File: src/rtl/dff_bank_arbiter_if.sv
// Bus between the requesters / shared D register and the bank arbiter.
// The master side drives requests and the register readback; the slave
// side (the arbiter) drives grants, register controls and completion.
interface dff_bank_arbiter_if #(
    parameter int NUM_REQ = 4,
    parameter int DATA_W  = 8,
    parameter int ID_W    = 3
);
    logic [NUM_REQ-1:0]        req;
    logic [NUM_REQ*DATA_W-1:0] req_data;
    logic [NUM_REQ-1:0]        grant;
    logic [ID_W-1:0]           grant_id;
    logic [DATA_W-1:0]         ff_d;
    logic                      ff_enable;
    logic [DATA_W-1:0]         ff_out;
    logic                      busy;
    logic                      done;
    logic                      err;

    modport master (
        output req, req_data, ff_out,
        input  grant, grant_id, ff_d, ff_enable, busy, done, err
    );

    modport slave (
        input  req, req_data, ff_out,
        output grant, grant_id, ff_d, ff_enable, busy, done, err
    );
endinterface

File: src/rtl/dff_bank_arbiter.sv
// Round-robin arbiter sharing one enable-gated D register among NUM_REQ
// requesters. Each transaction writes the winner's data, reads the register
// back one cycle later, and reports done/err to the winner. Every output is
// registered; the priority pointer only moves when a transaction completes.
module dff_bank_arbiter #(
    parameter int NUM_REQ = 4,
    parameter int DATA_W  = 8,
    parameter int ID_W    = 3
) (
    input logic               clk,
    input logic               reset,
    dff_bank_arbiter_if.slave bus
);

    typedef enum logic [1:0] {
        ST_IDLE   = 2'd0,
        ST_WRITE  = 2'd1,
        ST_VERIFY = 2'd2,
        ST_DONE   = 2'd3
    } state_t;

    state_t              state, state_nxt;
    logic [NUM_REQ-1:0]  grant_q, grant_nxt;
    logic [ID_W-1:0]     grant_id_q, grant_id_nxt;
    logic [ID_W-1:0]     ptr_q, ptr_nxt;
    logic [DATA_W-1:0]   ff_d_q, ff_d_nxt;
    logic                ff_enable_q, ff_enable_nxt;
    logic                busy_q, busy_nxt;
    logic                done_q, done_nxt;
    logic                err_q, err_nxt;

    logic                win_found;
    logic [ID_W-1:0]     win_idx;

    // Pick the first asserted request scanning ptr+1, ptr+2, ... modulo NUM_REQ.
    always_comb begin
        win_found = 1'b0;
        win_idx   = '0;
        for (int k = 1; k <= NUM_REQ; k++) begin
            for (int i = 0; i < NUM_REQ; i++) begin
                if (!win_found && bus.req[i] &&
                    (i == ((int'(ptr_q) + k) % NUM_REQ))) begin
                    win_found = 1'b1;
                    win_idx   = ID_W'(i);
                end
            end
        end
    end

    // State and registered outputs; reset aborts any transaction in flight.
    always_ff @(posedge clk or negedge reset) begin
        if (!reset) begin
            state       <= ST_IDLE;
            grant_q     <= '0;
            grant_id_q  <= '0;
            ptr_q       <= ID_W'(NUM_REQ - 1);
            ff_d_q      <= '0;
            ff_enable_q <= 1'b0;
            busy_q      <= 1'b0;
            done_q      <= 1'b0;
            err_q       <= 1'b0;
        end else begin
            state       <= state_nxt;
            grant_q     <= grant_nxt;
            grant_id_q  <= grant_id_nxt;
            ptr_q       <= ptr_nxt;
            ff_d_q      <= ff_d_nxt;
            ff_enable_q <= ff_enable_nxt;
            busy_q      <= busy_nxt;
            done_q      <= done_nxt;
            err_q       <= err_nxt;
        end
    end

    // Next-state sequencing: IDLE -> WRITE -> VERIFY -> DONE -> IDLE.
    always_comb begin
        state_nxt = state;
        case (state)
            ST_IDLE:   if (win_found) state_nxt = ST_WRITE;
            ST_WRITE:  state_nxt = ST_VERIFY;
            ST_VERIFY: state_nxt = ST_DONE;
            ST_DONE:   state_nxt = ST_IDLE;
            default:   state_nxt = ST_IDLE;
        endcase
    end

    // Next values of the registered outputs; anything not touched holds.
    always_comb begin
        grant_nxt     = grant_q;
        grant_id_nxt  = grant_id_q;
        ptr_nxt       = ptr_q;
        ff_d_nxt      = ff_d_q;
        ff_enable_nxt = ff_enable_q;
        busy_nxt      = busy_q;
        done_nxt      = done_q;
        err_nxt       = err_q;
        case (state)
            ST_IDLE: begin
                if (win_found) begin
                    // Data is latched here so later req_data changes cannot leak in.
                    for (int i = 0; i < NUM_REQ; i++) begin
                        grant_nxt[i] = (win_idx == ID_W'(i));
                        if (win_idx == ID_W'(i)) begin
                            ff_d_nxt = bus.req_data[i*DATA_W +: DATA_W];
                        end
                    end
                    grant_id_nxt  = win_idx;
                    ff_enable_nxt = 1'b1;
                    busy_nxt      = 1'b1;
                end
            end
            ST_WRITE: begin
                ff_enable_nxt = 1'b0;
            end
            ST_VERIFY: begin
                // The register captured ff_d at the end of WRITE, so out is settled now.
                done_nxt = 1'b1;
                err_nxt  = (bus.ff_out != ff_d_q);
                ptr_nxt  = grant_id_q;
            end
            ST_DONE: begin
                grant_nxt = '0;
                done_nxt  = 1'b0;
                err_nxt   = 1'b0;
                busy_nxt  = 1'b0;
            end
            default: begin
                grant_nxt     = '0;
                ff_enable_nxt = 1'b0;
                busy_nxt      = 1'b0;
                done_nxt      = 1'b0;
                err_nxt       = 1'b0;
            end
        endcase
    end

    assign bus.grant     = grant_q;
    assign bus.grant_id  = grant_id_q;
    assign bus.ff_d      = ff_d_q;
    assign bus.ff_enable = ff_enable_q;
    assign bus.busy      = busy_q;
    assign bus.done      = done_q;
    assign bus.err       = err_q;

endmodule

File: src/flat_wrapper.sv
// flat-port wrapper written by rule: the top's interface ports become plain ports
module dff_bank_arbiter_flat 
#(
    parameter int NUM_REQ = 4,
    parameter int DATA_W  = 8,
    parameter int ID_W    = 3
)
  (clk, reset, bus_req, bus_req_data, bus_ff_out, bus_grant, bus_grant_id, bus_ff_d, bus_ff_enable, bus_busy, bus_done, bus_err);
  dff_bank_arbiter_if #(.NUM_REQ(NUM_REQ), .DATA_W(DATA_W), .ID_W(ID_W)) bus_i ();
  input logic clk;
  input logic reset;
  input wire logic [$bits(bus_i.req)-1:0] bus_req;
  input wire logic [$bits(bus_i.req_data)-1:0] bus_req_data;
  input wire logic [$bits(bus_i.ff_out)-1:0] bus_ff_out;
  output wire logic [$bits(bus_i.grant)-1:0] bus_grant;
  output wire logic [$bits(bus_i.grant_id)-1:0] bus_grant_id;
  output wire logic [$bits(bus_i.ff_d)-1:0] bus_ff_d;
  output wire logic [$bits(bus_i.ff_enable)-1:0] bus_ff_enable;
  output wire logic [$bits(bus_i.busy)-1:0] bus_busy;
  output wire logic [$bits(bus_i.done)-1:0] bus_done;
  output wire logic [$bits(bus_i.err)-1:0] bus_err;
  assign bus_i.req = bus_req;
  assign bus_i.req_data = bus_req_data;
  assign bus_i.ff_out = bus_ff_out;
  assign bus_grant = bus_i.grant;
  assign bus_grant_id = bus_i.grant_id;
  assign bus_ff_d = bus_i.ff_d;
  assign bus_ff_enable = bus_i.ff_enable;
  assign bus_busy = bus_i.busy;
  assign bus_done = bus_i.done;
  assign bus_err = bus_i.err;
  dff_bank_arbiter #(.NUM_REQ(NUM_REQ), .DATA_W(DATA_W), .ID_W(ID_W)) u_core (.clk(clk), .reset(reset), .bus(bus_i));
endmodule
File: config.mk
export PLATFORM = sky130hd
export DESIGN_NAME = dff_bank_arbiter_flat
export DESIGN_NICKNAME = d
export VERILOG_FILES = /design/src/rtl/dff_bank_arbiter_if.sv /design/src/rtl/dff_bank_arbiter.sv /design/src/flat_wrapper.sv
export SDC_FILE = /design/constraint.sdc
export NUM_CORES = 1
export LEC_CHECK = 0
export CORE_MARGIN = 3
export CORE_UTILIZATION = 30
export DETAILED_ROUTE_END_ITERATION = 7
export MAX_ROUTING_LAYER = met4
export SYNTH_ARGS = -nofsm -noshare
export SYNTH_HDL_FRONTEND = slang
export SYNTH_SLANG_ARGS = --single-unit
File: constraint.sdc
create_clock -name clk -period 2.6 [get_ports clk]
set_input_delay 0.39 -clock clk [delete_from_list [all_inputs] [get_ports clk]]
set_output_delay 0.39 -clock clk [all_outputs]
set_load 0.01 [all_outputs]
## Word level (Yosys, flattened, before mapping)

Cells that the tools add are included.

| storage, ports and cells | value |
|---|---|
| register bits after elaboration | 22 |
| input port bits | 46 |
| output and inout bits | 19 |
| word-level logic and storage cells | 145 |

| cells by class | value |
|---|---|
| add/subtract/negate cells | 4 |
| equality and inequality tests | 20 |
| multiplexer cells | 44 |
| bitwise gates (word level) | 4 |
| reduce and logical (&&, ||, !) cells | 64 |

Operator list:

| operator | number |
|---|---|
| $logic_not A32 Y1 | 4 |
| $mux W8 | 4 |
| $logic_and A1 B1 Y1 | 31 |
| $mux W2 | 15 |
| $eq A3 B3 Y1 const A | 8 |
| $mux W1 | 18 |
| $logic_not A1 Y1 | 15 |
| $eq A2 B3 Y1 const A | 4 |
| $eq A2 B2 Y1 const B | 4 |
| $ne A8 B8 Y1 | 1 |
| $pmux W1 S2 | 4 |
| $pmux W2 S4 | 1 |
| $pmux W4 S2 | 1 |
| $reduce_or A2 Y1 | 4 |
| $reduce_and A2 Y1 | 3 |
| $reduce_bool A2 Y1 | 3 |
| $add A2 B1 Y2 const B | 2 |
| $add A2 B2 Y2 const B | 2 |
| $and A1 B1 Y1 const A | 4 |
| $eq A2 B1 Y1 const B | 2 |
| $mux W4 | 1 |
| $reduce_bool A4 Y1 | 1 |
| $logic_not A3 Y1 | 1 |
| $reduce_and A3 Y1 | 1 |
| 2 further kinds | 2 |

## Depth between registers and ports, before layout

Gate-level depths: netlist of the first run.

| logic depth | value |
|---|---|
| depth in word-level cells | 71 |
| gate-level depth with buffers | 6 |
| gate-level depth less buffers | 6 |

## Least setup slack after synthesis of the first run

OpenSTA, ideal clock, no wires.

| timing path | value |
|---|---|
| path kind | reg-to-reg |
| start point | register u_core.state[0] |
| end point | register u_core.state[1] |
| library setup time | 0.125 ns |
| data arrival time | 1.409 ns |
| required time | 2.475 ns |
| slack | 1.066 ns |
| stages on the path, launching flop included | 6 |
| buffers on the path | 0 |
| clock period less this slack | 1.534 ns |
| cells stage by stage | dfrtp_1 -> inv_1 -> ha_1 -> inv_1 -> nor2_2 -> mux2_2 |

| between the ends | value |
|---|---|
| longest elaborated chain between the ends | 2 |
| elaborated cells on any way between the ends | 6 |
| classes of those cells | 4 x eq/ne; 1 x mux; 1 x reduce/logical |

Ends and longest elaborated chain:

| what | line | RTL |
|---|---|---|
| start: declaration | dff_bank_arbiter.sv:22 | `state_t state, state_nxt;` |
| start signal: assignment | dff_bank_arbiter.sv:63 | `state <= state_nxt;` |
| $eq A2 B2 Y1, or another cell as far along | dff_bank_arbiter.sv:78 | `case (state)` |
| $pmux W2 S4 or $ne A2 B1 Y1 (tied branches) | - |  |

Several ways; a longest one is shown, not always the timed one.
A chain may end at the register's enable or synchronous reset.

## Worst setup path after layout of the first run

| timing path | value |
|---|---|
| start point | input bus_req[3] |
| end point | register u_core.ff_d_q[1] (netlist: u_core.bus.ff_d[1]) |

| between the ends | value |
|---|---|
| longest elaborated chain between the ends | 55 |
| elaborated cells on any way between the ends | 73 |
| classes of those cells | 3 x eq/ne; 29 x mux; 41 x reduce/logical |

Ends and longest elaborated chain:

| what | line | RTL |
|---|---|---|
| start: declaration | flat_wrapper.sv:12 | `input wire logic [$bits(bus_i.req)-1:0] bus_req;` |
| $logic_and A1 B1 Y1 (2 in a row) | dff_bank_arbiter.sv:41 | `if (!win_found && bus.req[i] &&` |
| $mux W1 | dff_bank_arbiter.sv:41 |  |
| $logic_not A1 Y1 | dff_bank_arbiter.sv:41 |  |
| $logic_and A1 B1 Y1 (2 in a row) | dff_bank_arbiter.sv:41 |  |
| $mux W1 | dff_bank_arbiter.sv:41 |  |
| $logic_not A1 Y1 | dff_bank_arbiter.sv:41 |  |
| $logic_and A1 B1 Y1 (2 in a row) | dff_bank_arbiter.sv:41 |  |
| $mux W1 | dff_bank_arbiter.sv:41 |  |
| [... 32 more ...] | - |  |
| $logic_not A1 Y1 | dff_bank_arbiter.sv:41 |  |
| $logic_and A1 B1 Y1 (2 in a row) | dff_bank_arbiter.sv:41 |  |
| $mux W1 | dff_bank_arbiter.sv:41 |  |
| $logic_not A1 Y1 | dff_bank_arbiter.sv:41 |  |
| $logic_and A1 B1 Y1 (2 in a row) | dff_bank_arbiter.sv:41 |  |
| $mux W2 | dff_bank_arbiter.sv:41 |  |
| $eq A2 B1 Y1 | dff_bank_arbiter.sv:103 | `if (win_idx == ID_W'(i)) begin` |
| $mux W8 (3 in a row) | dff_bank_arbiter.sv:103 |  |
| end signal: assignment | dff_bank_arbiter.sv:67 | `ff_d_q <= ff_d_nxt;` |
| end: declaration | dff_bank_arbiter.sv:26 | `logic [DATA_W-1:0] ff_d_q, ff_d_nxt;` |

Several ways; a longest one is shown, not always the timed one.

==> results of run 1 <==
## cells by family (layout without fill, tap and decap cells)
logic type,Yosys count,count (layout),synth area share
XOR/XNOR,9,9,0.0556
flip-flops,22,22,0.390
multiplexers,2,2,0.0159
AO/OA/AOI/OAI,49,49,0.274
buffers and inverters,11,77,0.0362
AND/OR/NAND/NOR,52,52,0.182
other,1,1,0.00264
adder cells (fa/ha/maj),5,5,0.0441
## cell usage after synthesis, types with 2 or more instances
cell	instances	area share
a21oi_1	5	0.018
a221oi_1	8	0.049
a22oi_1	8	0.042
buf_2	2	0.0071
buf_4	2	0.011
dfrtp_1	20	0.35
dfstp_2	2	0.037
ha_1	5	0.044
inv_1	7	0.019
mux2_2	2	0.016
nand2_1	27	0.071
nand2b_1	2	0.0088
nor2_1	9	0.024
nor2_2	2	0.0088
nor4_1	2	0.0088
o21ai_0	8	0.028
o21ai_1	3	0.011
o221ai_1	8	0.049
xor2_1	9	0.056
## state kept, by name, summed over array words and instances (netlist names)
register / flops
u_core.bus.done: 1
u_core.state: 2
u_core.bus.grant_id: 2
u_core.bus.busy: 1
u_core.bus.ff_d: 8
u_core.bus.grant: 4
u_core.ptr_q: 2
u_core.bus.ff_enable: 1
u_core.bus.err: 1
## worst paths after layout
path                            depth (start not counted)  slack, ps                    from                     end
worst max-delay path                                    6        640              bus_req[3]      u_core.bus.ff_d[1]
min in group clk                                        2        510  u_core.bus.grant_id[0]  u_core.bus.grant_id[0]
worst min register to register                          2        510  u_core.bus.grant_id[0]  u_core.bus.grant_id[0]
worst max register to register                          6        700         u_core.state[0]      u_core.bus.ff_d[0]
worst min-delay path                                    2        470                   reset     u_core.bus.grant[0]
max in group asynchronous                               2       1850                   reset         u_core.ptr_q[0]
## worst max-delay path: stages
cell and delay, ps:
clkdlybuf4s50_1 560, nor2b_1 200, o21ai_0 140, nand3_1 370
o221ai_1 310, a22oi_1 120
## routing by layer
layer  part of all wire  routed length [um]  GRT usage
met1               0.49                2010      0.236
met2               0.45                1860      0.251
met5                  0                   0          -
met3              0.049                 202     0.0174
met4              0.011                  46     0.0534
## power by group through the flow
stage | Sequential [mW] | Clock [mW] | Combinational, mW
after detailed placement | 0.703 | 0 | 1.26
after CTS | 0.701 | 0.263 | 1.26
final | 0.698 | 0.254 | 1.24
after global routing | 0.731 | 0.275 | 1.40
after global placement | 0.705 | 0 | 1.24
after floorplan | 0.712 | 0 | 0.708
## final cells by class
type / instances / area [um^2] / area share
multi-input cells: 118 / 815 / 0.376
repair buffers: 66 / 653 / 0.301
flip-flops and latches: 22 / 553 / 0.255
well taps: 52 / 65.1 / 0.0300
clock buffers: 4 / 55.1 / 0.0254
inverters: 7 / 26.3 / 0.0121
## metrics by stage
step | setup slack [ps] | cells
2_1_floorplan | 1070 | 151
3_3_place_gp | 370 | 265
3_5_place_dp | 376 | 265
4_1_cts | 645 | 269
5_1_grt | 442 | 269
6_report | 638 | 269
==> flow_summary.toml, run 1 <==
[run_status]
outcome = "finished clean"

[synth]
avgSynthCellArea_um2 = 9.40
synth_edf_count = 0
synth_nets = 202
synth_area_mm2 = 0.00142
syn_inst = 151
yosys_warnings = 0
ys_types = 39
postSynthRegisterBits = 22
ys_seq_area_frac = 0.390
synthArstFlopShare = 1.00
synthFlopType = "dfrtp_1"

[sta]
setup_viol = 0
clock_skew_ps = 5.02
rsz0062_at_grt = "false"
period_minus_slack_ps = 1960
tightestPinTransition_ps = 561
final-max-slew-violation-count = 0
min_period_over_period = 0.755
hold_viol = 0
relSlewSlack = 0.626
holdWs_ps = 466
timing.fmax_mhz = 510
timing.setup.tns_ps = 0

[floorplan]
placementRows = 24
die_h_um = 74.8
start_util = 0.317
chipWidth_um = 74.8
die_area_mm2 = 0.00559
ios = 65
core_area_mm2 = 0.00447

[clock_tree]
ctsResizeCount = 0
clk_pin_slew_worst_paths_ps = 90
htree_num_levels = 1
cts_buffers = 3
hold_buffers = 0
clock-root-buffer = "clkbuf_8"
cts_tree = "yes"
clock_latency_ps = 270
post_cts_buffers = 0
clockBufferDepth = 2
cts.sinks = 22

[place]
placed_cell_area_mm2 = 0.00211
gp_congestion = 0.789
io_buffers = 63
dp_hpwl_mm = 3.05

[power_and_ir_drop]
seqPwrFrac = 0.318
p_per_area_mw_per_mm2 = 1010
leakage_nw = 0.890
clkPwrFrac = 0.116
p_int_mw = 1.29
ir_drop_v = 0.000347
total_power_mw = 2.20
p_comb_frac = 0.566
switching_share = 0.414
p_sw_mw = 0.909

[global_routing]
grt.overflow.total = 0
grt.total_usage = 0.167
grt_max_degree = 23
grt_pass1_vias = 1396
antenna_found_initial = 0
grt_pass1_wl_mm = 6.89

[cells_and_area]
syn_to_final_growth_pct = 52.7
nFillCells = 424
finish.utilization = 0.484
layout.nets = 269
final_area_mm2 = 0.00217
n_antenna_cell = 0
mostFrequentLayoutCells = "clkdlybuf4s50_1, nand2_1, dfrtp_1"
layout-drive-gt1-share = 0.111
layout_commonest_cell = "clkdlybuf4s50_1"

[worst_setup_path]
critical_path_class = "input port to flop"
crit_arrival_ps = 2110
cp-end-kind = "flop"
critPathLaunchType = "input port"
path_max_fanout = 9
worstPathRequired_ps = 2740

[route]
drt_pass1_iterations = 5
wire_per_inst_um = 15.3
drc = 0
first_iter_violations = 76
wirelength_mm = 4.12
via_per_inst = 5.16
postRouteAntennaNets = 0
vias = 1388

[hold_path]
hold_path_class = "input port to async pin"

[job]
drv_cap = 0
No activity file was read; power rests on OpenSTA's default activity.
==> inputs of run 2 (changes only) <==
clock period = 1.9 ns   (was 2.6 ns; I/O delays follow)
==> run 2 against run 1 <==
Die area is the same. Worst setup slack lost 440 ps. Final cell count grew 5.6%. Largest cell class is now non-clock buffers. Flip-flop and latch count is the same. Sequential power grew 33%.
==> flow_summary.toml, run 2 (synthesis gave the netlist of run 1 again) <==
[clock_tree]
cts_tree = "yes"
cts_buffers = 3
clockBufferDepth = 2
cts.sinks = 22
post_cts_buffers = 0
clock_latency_ps = 270
clk_pin_slew_worst_paths_ps = 80
ctsResizeCount = 0
clock-root-buffer = "clkbuf_8"
htree_num_levels = 1
hold_buffers = 0

[global_routing]
grt.total_usage = 0.170
grt_pass1_vias = 1406
grt.overflow.total = 0
grt_max_degree = 23
grt_pass1_wl_mm = 6.96
antenna_found_initial = 0

[floorplan]
die_area_mm2 = 0.00559
core_area_mm2 = 0.00447
ios = 65
start_util = 0.317
chipWidth_um = 74.8
placementRows = 24
die_h_um = 74.8

[worst_setup_path]
worstPathRequired_ps = 2050
cp-startpoint = "bus_req[3]"
crit_path_end = "u_core.bus.ff_d[3]"
reg2reg_from = "u_core.ptr_q[0]"
r2r_end = "u_core.bus.grant[0]"
crit_arrival_ps = 1850
ff2ff_setup_slack_ps = 220
critPathLaunchType = "input port"
path_max_fanout = 19
ff2ff_path_depth = 7
cp-end-kind = "flop"
critical_path_class = "input port to flop"

[cells_and_area]
layoutNonFillerInstCount = 284
layout-drive-gt1-share = 0.168
syn_to_final_growth_pct = 65.1
largest_register_ffs = 8
mostFrequentLayoutCells = "clkdlybuf4s50_1, nand2_1, dfrtp_1"
layout.nets = 284
n_antenna_cell = 0
nFillCells = 420
layout_commonest_cell = "clkdlybuf4s50_1"

[power_and_ir_drop]
total_power_mw = 3.26
ir_drop_v = 0.000578
p_per_area_mw_per_mm2 = 1390
leakage_nw = 0.986

[place]
dpl.cell_count = 280
dpl_worst_slack_ps = -134
gp_congestion = 0.810
dp_hpwl_mm = 3.07
io_buffers = 63

[sta]
period_minus_slack_ps = 1700
timing.setup.tns_ps = 0
holdWs_ps = 360
hold_viol = 0
setup_slack_ps = 199
clock_skew_ps = 4.75
rsz0062_at_grt = "false"
final-max-slew-violation-count = 0
setup_viol = 0
timing.fmax_mhz = 588
min_period_over_period = 0.895

[run_status]
outcome = "finished clean"

[route]
drt_pass1_iterations = 4
vias = 1434
via_per_inst = 5.05
wirelength_mm = 4.25
postRouteAntennaNets = 0
first_iter_violations = 59
wire_per_inst_um = 15.0
drc = 0

[hold_path]
hold_path_class = "input port to async pin"

[job]
drv_cap = 0
[run 2: changes by cell type in the layout (fill, tap and decap cells not counted), sizes merged]
cell	delta
buf	+15
[run 2: worst max-delay path, cell delays in order]
cell,delay [ps]
clkdlybuf4s50_1,620
nor2_1,160
nand2b_4,100
nand2_2,220
a221oi_1,360
a22oi_1,100
[run 2: worst min path at each step]
| stage | slack (ps) | startpoint | cells past startpoint | endpoint |
|---|---|---|---|---|
| 3_3_place_gp | 490 | u_core.bus.done | 2 | u_core.bus.done |
| 5_1_grt | 380 | reset | 2 | u_core.state[1] |
| 6_report | 360 | reset | 2 | u_core.state[1] |
| 4_1_cts | 360 | reset | 2 | u_core.bus.done |
| 2_1_floorplan | -10 | reset | 0 | u_core.bus.busy |
| 3_5_place_dp | 500 | u_core.bus.done | 2 | u_core.bus.done |
[run 2: through the flow]
step	instance area, um^2	util
2_1_floorplan	1420	-
3_3_place_gp	2290	0.511
3_5_place_dp	2290	0.511
4_1_cts	2340	0.523
5_1_grt	2340	0.523
6_report	2340	0.523
[run 2: cell type report]
type,instances,area [um^2],area share
repair buffers,81,828,0.354
multi-input cells,118,815,0.348
flip-flops and latches,22,553,0.236
well taps,52,65.1,0.0278
clock buffers,4,55.1,0.0235
inverters,7,26.3,0.0112
[run 2: metal layers]
metal | vias up | GRT usage | part of all wire
li1 | 716 | - | -
met4 | 0 | 0.0613 | 0.014
met3 | 5 | 0.0187 | 0.046
met1 | 664 | 0.235 | 0.48
met5 | - | - | 0
met2 | 49 | 0.259 | 0.46
[run 2: power by group]
group          leakage (nW)  total (mW)  switching, mW  internal [mW]
Sequential            0.272       0.929          0.215          0.715
Clock                0.0288       0.347          0.162          0.185
Combinational         0.685        1.99          0.916           1.07
==> inputs of run 3 (changes only) <==
CELL_PAD_IN_SITES_DETAIL_PLACEMENT = 0   (was unset)
CELL_PAD_IN_SITES_GLOBAL_PLACEMENT = 1   (was unset)
PLACE_DENSITY_LB_ADDON = 0.1   (was unset)
==> run 3 against run 2 <==
Clock skew barely moved. Combinational power decreased by 3%. Critical path depth unchanged. Total power down 1.6%. Register-to-register slack got worse by 70 ps. Die area unchanged. First-iteration DRC count stayed put. Global-route usage grew 0.95 points. Utilization down 0.70 points. Via count grew 2.6%. Critical endpoint is now u_core.bus.ff_d[4]. Largest power group unchanged.
==> flow_summary.toml, run 3 (synthesis gave the netlist of run 1 again) <==
[worst_setup_path]
cp_num_buf_inv = 1
critPathLaunchType = "input port"
critical_path_depth = 6
crit_slowest_cell = "clkdlybuf4s50_1"
critPathMaxStageDelay_ps = 560
critical_path_class = "input port to flop"
crit_chain = "clkdlybuf4s50_1, or2_4, nand2b_4, nand2_2, a221oi_1, a22oi_1"
cp_top_family = "buffers and inverters"
crit_arrival_ps = 1910
path_max_fanout = 19
worstPathRequired_ps = 2040
ff2ff_path_depth = 6
cp-end-kind = "flop"

[power_and_ir_drop]
p_per_area_mw_per_mm2 = 1390
leakage_nw = 0.969
total_power_mw = 3.21
ir_drop_v = 0.000567

[global_routing]
grt.total_usage = 0.180
grt_pass1_wl_mm = 7.42
grt_pass1_vias = 1527
antenna_found_initial = 0
grt.overflow.total = 0
grt_max_degree = 23

[route]
via_per_inst = 5.18
wl_met1_mm = 1.90
wirelength_mm = 4.50
met2_length_mm = 2.32
drc = 0
met3_wirelength_um = 241
drt_pass1_iterations = 4
first_iter_violations = 59
wire_per_inst_um = 15.8
vias = 1471
postRouteAntennaNets = 0
maxUsedRoutingLayer = "met4"

[sta]
hold_viol = 0
rsz0062_at_grt = "false"
timing.fmax_mhz = 565
holdWs_ps = 364
min_period_over_period = 0.931
period_minus_slack_ps = 1770
final-max-slew-violation-count = 0
setup_viol = 0
setup_slack_ps = 131
clock_skew_ps = 4.62
timing.setup.tns_ps = 0

[place]
dpl_worst_slack_ps = -161
dp_hpwl_mm = 3.44
io_buffers = 63
dpl.cell_count = 280
gp_congestion = 0.818

[clock_tree]
clk_pin_slew_worst_paths_ps = 80
clockBufferDepth = 2
cts_buffers = 3
clock_latency_ps = 270
cts_tree = "yes"
htree_num_levels = 1
clock-root-buffer = "clkbuf_8"
cts.sinks = 22

[cells_and_area]
layoutNonFillerInstCount = 284
n_antenna_cell = 0
mostFrequentLayoutCells = "clkdlybuf4s50_1, nand2_1, dfrtp_1"
layout-drive-gt1-share = 0.168
layout_commonest_cell = "clkdlybuf4s50_1"
largest_register_ffs = 8
syn_to_final_growth_pct = 62.9
layout.nets = 284

[floorplan]
start_util = 0.317
core_area_mm2 = 0.00447
ios = 65
placementRows = 24
chipWidth_um = 74.8
die_area_mm2 = 0.00559
die_h_um = 74.8

[job]
drv_cap = 0

[hold_path]
hold_path_class = "input port to async pin"

[run_status]
outcome = "finished clean"
==> run 3: per-stage QoR <==
step,util,cell area (um^2)
2_1_floorplan,-,1420
5_1_grt,0.516,2310
6_report,0.516,2310
3_3_place_gp,0.506,2260
4_1_cts,0.516,2310
3_5_place_dp,0.506,2260
==> run 3: final timing paths <==
path / startpoint / endpoint / slack, ps
setup / recovery: bus_req[1] / u_core.bus.ff_d[4] / 130
hold / removal: reset / u_core.bus.busy / 360
setup reg to reg: u_core.ptr_q[1] / u_core.bus.ff_d[4] / 150
hold reg to reg: u_core.bus.done / u_core.bus.done / 500
max in group asynchronous: reset / u_core.ptr_q[0] / 1250
min in group clk: u_core.bus.done / u_core.bus.done / 500
==> run 3: cell type report <==
class                           instances  area (um^2)
Inverter                                7         26.3
Tap cell                               52         65.1
Multi-Input combinational cell        118          818
Fill cell                             411         2160
Sequential cell                        22          553
Timing Repair Buffer                   81          803
Clock buffer                            4         45.0
==> run 3: where the power goes <==
group | leakage [nW] | total, mW | internal [mW] | switching [mW]
clock | 0.0228 | 0.313 | 0.150 | 0.163
combinational | 0.674 | 1.93 | 1.04 | 0.892
sequential | 0.272 | 0.963 | 0.715 | 0.248
==> run 3: repair_timing <==
| action | CTS | global route |
|---|---|---|
| endpoints found under the hold margin | 0 | 0 |
| setup buffers | 0 | 0 |
| setup endpoints to repair | 0 | 2 |
| gates resized for setup | 0 | 1 |
| hold buffers | 0 | 0 |
==> run 3: routing by layer <==
layer | up-vias | global-route usage
met5 | - | -
met4 | 0 | 0.0336
met3 | 7 | 0.0347
met2 | 59 | 0.306
met1 | 691 | 0.223
li1 | 714 | -
